File: src/rtl/regfile_pkg.sv
// Shared types for the regfile initiator: default widths, FSM state and command record.
package regfile_pkg;
  localparam int AW_DEF = 8;
  localparam int DW_DEF = 8;
  localparam int LW_DEF = 4;

  typedef logic [AW_DEF-1:0] rf_addr_t;
  typedef logic [DW_DEF-1:0] rf_data_t;

  typedef enum logic [1:0] {IDLE, WRITE, READ} rfm_state_e;

  typedef struct packed {
    logic              write;
    rf_addr_t          addr;
    logic [LW_DEF-1:0] len;
  } rf_cmd_t;
endpackage

File: src/rtl/regfile_master_if.sv
// Command/W/R streams plus the regfile access port; master = initiator, slave = environment.
interface regfile_master_if
  import regfile_pkg::*;
#(
  parameter int AW = AW_DEF,
  parameter int DW = DW_DEF,
  parameter int LW = LW_DEF
) ();
  logic          cmd_valid;
  logic          cmd_ready;
  logic          cmd_write;
  logic [AW-1:0] cmd_addr;
  logic [LW-1:0] cmd_len;
  logic          w_valid;
  logic          w_ready;
  logic [DW-1:0] w_data;
  logic          r_valid;
  logic          r_ready;
  logic [DW-1:0] r_data;
  logic          r_last;
  logic          busy;
  logic [AW-1:0] rf_addr;
  logic [DW-1:0] rf_din;
  logic          rf_ren;
  logic          rf_wen;
  logic [DW-1:0] rf_dout;

  modport master (
    input  cmd_valid, cmd_write, cmd_addr, cmd_len, w_valid, w_data, r_ready, rf_dout,
    output cmd_ready, w_ready, r_valid, r_data, r_last, busy, rf_addr, rf_din, rf_ren, rf_wen
  );

  modport slave (
    output cmd_valid, cmd_write, cmd_addr, cmd_len, w_valid, w_data, r_ready, rf_dout,
    input  cmd_ready, w_ready, r_valid, r_data, r_last, busy, rf_addr, rf_din, rf_ren, rf_wen
  );
endinterface

File: src/rtl/rf_resp_fifo.sv
// Read-response FIFO: data plus last flag per entry, occupancy count exported for credit checks.
module rf_resp_fifo #(
  parameter int DEPTH = 4,
  parameter int W     = 9
) (
  input  logic                       clk,
  input  logic                       rst,
  input  logic                       push,
  input  logic [W-1:0]               din,
  input  logic                       pop,
  output logic [W-1:0]               dout,
  output logic                       empty,
  output logic [$clog2(DEPTH+1)-1:0] count
);
  localparam int PW = (DEPTH > 1) ? $clog2(DEPTH) : 1;

  logic [W-1:0]  mem [DEPTH];
  logic [PW-1:0] wp, rp;

  function automatic logic [PW-1:0] nxt(input logic [PW-1:0] p);
    return (p == PW'(DEPTH - 1)) ? '0 : p + 1'b1;
  endfunction

  always_ff @(posedge clk) begin
    if (push) mem[wp] <= din;
  end

  always_ff @(posedge clk or posedge rst) begin
    if (rst) begin
      wp    <= '0;
      rp    <= '0;
      count <= '0;
    end else begin
      if (push) wp <= nxt(wp);
      if (pop)  rp <= nxt(rp);
      case ({push, pop})
        2'b10:   count <= count + 1'b1;
        2'b01:   count <= count - 1'b1;
        default: count <= count;
      endcase
    end
  end

  assign dout  = mem[rp];
  assign empty = (count == '0);
endmodule

File: src/rtl/regfile_master.sv
// Burst-to-single-beat regfile initiator with credit-limited reads into a response FIFO.
// Optional REGFILE_MASTER_STATS_EN adds saturating stat_rd/stat_wr cycle counters.
module regfile_master
  import regfile_pkg::*;
#(
  parameter int AW         = AW_DEF,
  parameter int DW         = DW_DEF,
  parameter int LW         = LW_DEF,
  parameter int RD_LATENCY = 1,
  parameter int RESP_DEPTH = 4
) (
  input  logic clk,
  input  logic rst,
`ifdef REGFILE_MASTER_STATS_EN
  output logic [15:0] stat_rd,
  output logic [15:0] stat_wr,
`endif
  regfile_master_if.master bus
);
  localparam int CW = $clog2(RESP_DEPTH + 1);
  localparam int OW = $clog2(RESP_DEPTH + RD_LATENCY + 2) + 1;

  rfm_state_e      state;
  logic [AW-1:0]   cur;
  logic [LW-1:0]   left;
  logic            cmd_ready_q, w_ready_q;
  logic [AW-1:0]   rf_addr_q;
  logic [DW-1:0]   rf_din_q;
  logic            rf_ren_q, rf_wen_q, rf_last_q;
  logic [RD_LATENCY-1:0] vld_sh, last_sh;
  logic [CW-1:0]   fifo_count;
  logic            fifo_empty;
  logic [DW:0]     fifo_dout;
  logic [OW-1:0]   inflight, occ;
  logic            issue, w_hs, pop;

  // Reads already issued but not yet in the FIFO still consume a slot.
  always_comb begin
    inflight = OW'(rf_ren_q);
    for (int i = 0; i < RD_LATENCY; i++) inflight = inflight + OW'(vld_sh[i]);
    occ   = inflight + OW'(fifo_count);
    issue = (state == READ) && (occ < OW'(RESP_DEPTH));
    w_hs  = (state == WRITE) && w_ready_q && bus.w_valid;
    pop   = !fifo_empty && bus.r_ready;
  end

  always_ff @(posedge clk or posedge rst) begin
    if (rst) begin
      state       <= IDLE;
      cur         <= '0;
      left        <= '0;
      cmd_ready_q <= 1'b0;
      w_ready_q   <= 1'b0;
      rf_addr_q   <= '0;
      rf_din_q    <= '0;
      rf_ren_q    <= 1'b0;
      rf_wen_q    <= 1'b0;
      rf_last_q   <= 1'b0;
    end else begin
      rf_ren_q <= 1'b0;
      rf_wen_q <= 1'b0;
      case (state)
        IDLE: begin
          if (cmd_ready_q && bus.cmd_valid) begin
            cmd_ready_q <= 1'b0;
            cur         <= bus.cmd_addr;
            left        <= bus.cmd_len;
            if (bus.cmd_write) begin
              state     <= WRITE;
              w_ready_q <= 1'b1;
            end else begin
              state <= READ;
            end
          end else begin
            cmd_ready_q <= 1'b1;
          end
        end
        WRITE: begin
          if (w_hs) begin
            rf_wen_q  <= 1'b1;
            rf_addr_q <= cur;
            rf_din_q  <= bus.w_data;
            cur       <= cur + 1'b1;
            left      <= left - 1'b1;
            if (left == '0) begin
              state       <= IDLE;
              w_ready_q   <= 1'b0;
              cmd_ready_q <= 1'b1;
            end
          end
        end
        READ: begin
          if (issue) begin
            rf_ren_q  <= 1'b1;
            rf_addr_q <= cur;
            rf_last_q <= (left == '0);
            cur       <= cur + 1'b1;
            left      <= left - 1'b1;
            if (left == '0) begin
              state       <= IDLE;
              cmd_ready_q <= 1'b1;
            end
          end
        end
        default: state <= IDLE;
      endcase
    end
  end

  // Read-return alignment: stage RD_LATENCY-1 lines up with valid rf_dout.
  always_ff @(posedge clk or posedge rst) begin
    if (rst) begin
      vld_sh  <= '0;
      last_sh <= '0;
    end else begin
      vld_sh[0]  <= rf_ren_q;
      last_sh[0] <= rf_ren_q & rf_last_q;
      for (int i = 1; i < RD_LATENCY; i++) begin
        vld_sh[i]  <= vld_sh[i-1];
        last_sh[i] <= last_sh[i-1];
      end
    end
  end

  rf_resp_fifo #(.DEPTH(RESP_DEPTH), .W(DW + 1)) u_fifo (
    .clk   (clk),
    .rst   (rst),
    .push  (vld_sh[RD_LATENCY-1]),
    .din   ({last_sh[RD_LATENCY-1], bus.rf_dout}),
    .pop   (pop),
    .dout  (fifo_dout),
    .empty (fifo_empty),
    .count (fifo_count)
  );

`ifdef REGFILE_MASTER_STATS_EN
  always_ff @(posedge clk or posedge rst) begin
    if (rst) begin
      stat_rd <= '0;
      stat_wr <= '0;
    end else begin
      if (rf_ren_q && stat_rd != 16'hFFFF) stat_rd <= stat_rd + 1'b1;
      if (rf_wen_q && stat_wr != 16'hFFFF) stat_wr <= stat_wr + 1'b1;
    end
  end
`endif

  assign bus.cmd_ready = cmd_ready_q;
  assign bus.w_ready   = w_ready_q;
  assign bus.rf_addr   = rf_addr_q;
  assign bus.rf_din    = rf_din_q;
  assign bus.rf_ren    = rf_ren_q;
  assign bus.rf_wen    = rf_wen_q;
  assign bus.r_valid   = !fifo_empty;
  assign bus.r_data    = fifo_empty ? '0 : fifo_dout[DW-1:0];
  assign bus.r_last    = !fifo_empty && fifo_dout[DW];
  assign bus.busy      = (state != IDLE) || (inflight != '0) || !fifo_empty;
endmodule

File: src/flat_wrapper.sv
// flat-port wrapper written by rule: the top's interface ports become plain ports
module regfile_master_flat import regfile_pkg::*;
#(
  parameter int AW         = AW_DEF,
  parameter int DW         = DW_DEF,
  parameter int LW         = LW_DEF,
  parameter int RD_LATENCY = 1,
  parameter int RESP_DEPTH = 4
)
  (clk, rst, bus_cmd_valid, bus_cmd_write, bus_cmd_addr, bus_cmd_len, bus_w_valid, bus_w_data, bus_r_ready, bus_rf_dout, bus_cmd_ready, bus_w_ready, bus_r_valid, bus_r_data, bus_r_last, bus_busy, bus_rf_addr, bus_rf_din, bus_rf_ren, bus_rf_wen);
  regfile_master_if #(.AW(AW), .DW(DW), .LW(LW)) bus_i ();
  input  logic clk;
  input  logic rst;
  input wire logic [$bits(bus_i.cmd_valid)-1:0] bus_cmd_valid;
  input wire logic [$bits(bus_i.cmd_write)-1:0] bus_cmd_write;
  input wire logic [$bits(bus_i.cmd_addr)-1:0] bus_cmd_addr;
  input wire logic [$bits(bus_i.cmd_len)-1:0] bus_cmd_len;
  input wire logic [$bits(bus_i.w_valid)-1:0] bus_w_valid;
  input wire logic [$bits(bus_i.w_data)-1:0] bus_w_data;
  input wire logic [$bits(bus_i.r_ready)-1:0] bus_r_ready;
  input wire logic [$bits(bus_i.rf_dout)-1:0] bus_rf_dout;
  output wire logic [$bits(bus_i.cmd_ready)-1:0] bus_cmd_ready;
  output wire logic [$bits(bus_i.w_ready)-1:0] bus_w_ready;
  output wire logic [$bits(bus_i.r_valid)-1:0] bus_r_valid;
  output wire logic [$bits(bus_i.r_data)-1:0] bus_r_data;
  output wire logic [$bits(bus_i.r_last)-1:0] bus_r_last;
  output wire logic [$bits(bus_i.busy)-1:0] bus_busy;
  output wire logic [$bits(bus_i.rf_addr)-1:0] bus_rf_addr;
  output wire logic [$bits(bus_i.rf_din)-1:0] bus_rf_din;
  output wire logic [$bits(bus_i.rf_ren)-1:0] bus_rf_ren;
  output wire logic [$bits(bus_i.rf_wen)-1:0] bus_rf_wen;
  assign bus_i.cmd_valid = bus_cmd_valid;
  assign bus_i.cmd_write = bus_cmd_write;
  assign bus_i.cmd_addr = bus_cmd_addr;
  assign bus_i.cmd_len = bus_cmd_len;
  assign bus_i.w_valid = bus_w_valid;
  assign bus_i.w_data = bus_w_data;
  assign bus_i.r_ready = bus_r_ready;
  assign bus_i.rf_dout = bus_rf_dout;
  assign bus_cmd_ready = bus_i.cmd_ready;
  assign bus_w_ready = bus_i.w_ready;
  assign bus_r_valid = bus_i.r_valid;
  assign bus_r_data = bus_i.r_data;
  assign bus_r_last = bus_i.r_last;
  assign bus_busy = bus_i.busy;
  assign bus_rf_addr = bus_i.rf_addr;
  assign bus_rf_din = bus_i.rf_din;
  assign bus_rf_ren = bus_i.rf_ren;
  assign bus_rf_wen = bus_i.rf_wen;
  regfile_master #(.AW(AW), .DW(DW), .LW(LW), .RD_LATENCY(RD_LATENCY), .RESP_DEPTH(RESP_DEPTH)) u_core (.clk(clk), .rst(rst), .bus(bus_i));
endmodule
File: config.mk
export PLATFORM = sky130hd
export DESIGN_NAME = regfile_master_flat
export DESIGN_NICKNAME = d
export VERILOG_FILES = /design/src/rtl/regfile_pkg.sv /design/src/rtl/regfile_master_if.sv /design/src/rtl/rf_resp_fifo.sv /design/src/rtl/regfile_master.sv /design/src/flat_wrapper.sv
export SDC_FILE = /design/constraint.sdc
export NUM_CORES = 1
export LEC_CHECK = 0
export ABC_AREA = 0
export BUFFER_PORTS_ARGS = -buffer_cell sky130_fd_sc_hd__buf_2
export CAP_MARGIN = 20
export CORE_MARGIN = 2
export CORE_UTILIZATION = 44
export DETAILED_ROUTE_END_ITERATION = 6
export PLACE_DENSITY = 0.63
export REMOVE_ABC_BUFFERS = 1
export SLEW_MARGIN = 10
export SYNTH_ARGS = -nofsm -noshare
export SYNTH_HDL_FRONTEND = slang
export SYNTH_SLANG_ARGS = --single-unit
File: constraint.sdc
create_clock -name clk -period 2.5 [get_ports clk]
set_input_delay 0.5 -clock clk [delete_from_list [all_inputs] [get_ports clk]]
set_output_delay 0.5 -clock clk [all_outputs]
set_load 0.1 [all_outputs]
==> impl_metrics.toml <==
[outcome]
run_status = "completed"

[timing]
timing.final.hold_violations = 0
clock.fmax_mhz = 419
slew_headroom = 0.625
final-setup-viol-count = 0
final_worst_path_cycle_share = 0.954
final-max-slew-violation-count = 0
rsz0062_at_grt = "no"
timing_worst_slew_pin_value_ps = 558
holdWs_ps = 120
skew_ps = 7.09
period_minus_slack_ps = 2390

[route]
drtIter0Drc = 92
wl_met2_um = 3330
finalWirelength_um = 6520
drt-vias-per-instance = 5.16
detail_route.wirelength.met1_um = 2840
routedWlPerCell_um = 14.5
ant_nets = 0
num_vias = 2317
drc_violation_count_after_routing = 0
firstDrtPassIters = 4
wl_met3_um = 252
top_signal_layer_used = "met4"

[place]
place_congestion = 0.708
io_buffers = 64
detailedPlacementHpwl_um = 4740

[clocking]
cts.path.max_buffers = 2
clock_sinks = 80
cts_post_setup_buffers_inserted = 0
path_clk_slew_ps = 90
count_of_h_tree_levels_built_during_cts = 3
cts_hold_repair.buffers = 0
cts_tree = "yes"
clock_tree.root_cell = "clkbuf_8"
cts_repair_resize_count = 0
clkLatencyLatePin_ps = 350
clock_buffer_count_from_cts = 9

[critical_path]
end_kind = "output pin"
kind_of_critical_path = "reg2out"
regToRegStartpoint = "u_core.vld_sh$_DFF_PP0_"
worstPathRequired_ps = 2000
worstSetupStartpoint = "u_core.u_fifo.rp[0]$_DFFE_PP0N_"
cp_data_arrival_time_ps = 1890
timing.critical_path.from_type = "flip-flop"
crit_path_max_fanout = 12

[synthesis]
synth-seq-cells = 80
ys_warn_count = 0
synth.area.top_cells = "dfrtp_1 30%, edfxtp_1 30%, mux4_2 5.6%"
summed_instance_area_of_the_synthesized_netlist_mm2 = 0.00361
synth_largest_type_area_fraction = 0.305
synth.cells.most_frequent = "44 x dfrtp_1, 36 x edfxtp_1, 19 x inv_1, 18 x o21ai_0, 17 x mux2_2"
post-synth-top-area-cell = "dfrtp_1"
dominantRegCellSynth = "dfrtp_1"
netlist_instances = 265
async_reset_ff_frac = 0.550
synth_edf_count = 36
synth_most_common_cell = "dfrtp_1"
yosysUniqueCellTypes = 46
post_synth.cell_area_avg_um2 = 13.6
sequential_area_share_after_synthesis = 0.604

[finish]
area_delta_synth_final_pct = 19.2
seq_area_mm2 = 0.00218
multiInputGateArea_mm2 = 0.00132
num-nets-final = 389
n_fill_cell = 729
drive_gt1_frac = 0.346
diode_insertion_count_for_antenna_repair = 0
final_core_utilization = 0.532

[run]
max_cap_violations = 0

[global_route]
grt.overflow.total = 0
grt_antenna_before_repair = 0
grt_pass1_wl_um = 10600
first_global_vias = 2212
maximum_number_of_pins_on_one_net_before_global_route_repair = 30
globalRouteTotalUtil = 0.157

[die]
floorplan.initialDensity = 0.446
core_area_mm2 = 0.00809
core.rowCount = 33
num_io_pins = 65
die_w_um = 94.6
y_dimension_of_the_die_um = 94.6
floorplan.die_area_mm2 = 0.00895

[min_path]
hold_class = "in2async"
[stage by stage]
step	cells	setup slack [ps]	setup TNS [ps]	cell area, um^2
6_report	449	114	0	4310
4_1_cts	449	72.4	0	4310
5_1_grt	449	11.1	0	4310
2_1_floorplan	257	-139	-1330	3580
3_5_place_dp	433	282	0	4080
3_3_place_gp	433	331	0	4080
[kinds of logic (layout without fill, tap and decap cells)]
group / Yosys count / in the layout / synth area share
mux: 29 / 29 / 0.117
buf+inv: 27 / 106 / 0.0294
simple gates: 59 / 59 / 0.0897
xor+xnor: 3 / 3 / 0.00728
fa+ha+maj: 16 / 16 / 0.0575
compound gates: 51 / 51 / 0.0946
flops: 80 / 80 / 0.604
[per-layer routing]
layer,track usage,up-vias
li1,-,1119
met1,0.195,1140
met2,0.269,49
met3,0.0295,9
met4,0.0616,0
met5,0,-
[area by class of cell]
type,instances,share of cell area
clock buffer,9,0.0288
clock inverter,7,0.0235
inverter,19,0.0166
multi-input combinational,158,0.307
sequential,80,0.507
tap,105,0.0305
timing repair buffer,71,0.0866
[cells in the final DEF, fill, tap and decap left out, types with 3 or more instances in the layout]
master | netlist | routed
clkbuf_8 | 0 | 9
mux4_2 | 9 | 9
nor3_1 | 4 | 4
nand3_1 | 7 | 7
nand2b_1 | 3 | 3
dfrtp_1 | 44 | 44
mux2i_1 | 3 | 3
buf_2 | 4 | 64
ha_1 | 15 | 15
o21ai_0 | 18 | 18
o2bb2ai_1 | 3 | 3
nand2_1 | 15 | 15
nand4_1 | 3 | 3
inv_1 | 19 | 18
nor2_1 | 3 | 3
edfxtp_1 | 36 | 36
mux2_2 | 17 | 17
and2_1 | 14 | 14
inv_6 | 0 | 3
a21oi_1 | 11 | 11
buf_4 | 0 | 7
[critical path, cell delays in order, from the launching register on]
cell	delay, ps
dfrtp_1	330
buf_4	240
mux4_2	520
and2_1	170
buf_2	280
[registers in the layout, summed over array words and instances (netlist names)]
signal / count
u_core.vld_sh: 1
u_core.state: 2
u_core.bus.w_ready: 1
u_core.u_fifo.count: 3
u_core.u_fifo.rp: 2
u_core.bus.cmd_ready: 1
u_core.left: 4
u_core.bus.rf_din: 8
u_core.bus.rf_wen: 1
u_core.last_sh: 1
u_core.u_fifo.wp: 2
u_core.bus.rf_ren: 1
u_core.bus.rf_addr: 8
u_core.u_fifo.mem: 36
u_core.cur: 8
u_core.rf_last_q: 1
[final timing paths]
kind	to	slack [ps]	cells past startpoint
max reg2reg	u_core.cur[5]$_DFFE_PP0P_	250	7
min reg2reg	u_core.vld_sh$_DFF_PP0_	440	0
max in group asynchronous	u_core.u_fifo.wp[1]$_DFFE_PP0P_	1810	3
min in group clk	u_core.state[1]$_DFFE_PP0P_	340	2
max	bus_r_data[4]	110	4
min	u_core.bus.rf_din[3]$_DFFE_PP0P_	120	2
Power is left out: the tool's default activity adds up to more than one toggle a clock period on the data nets, which glitch-free logic cannot reach.
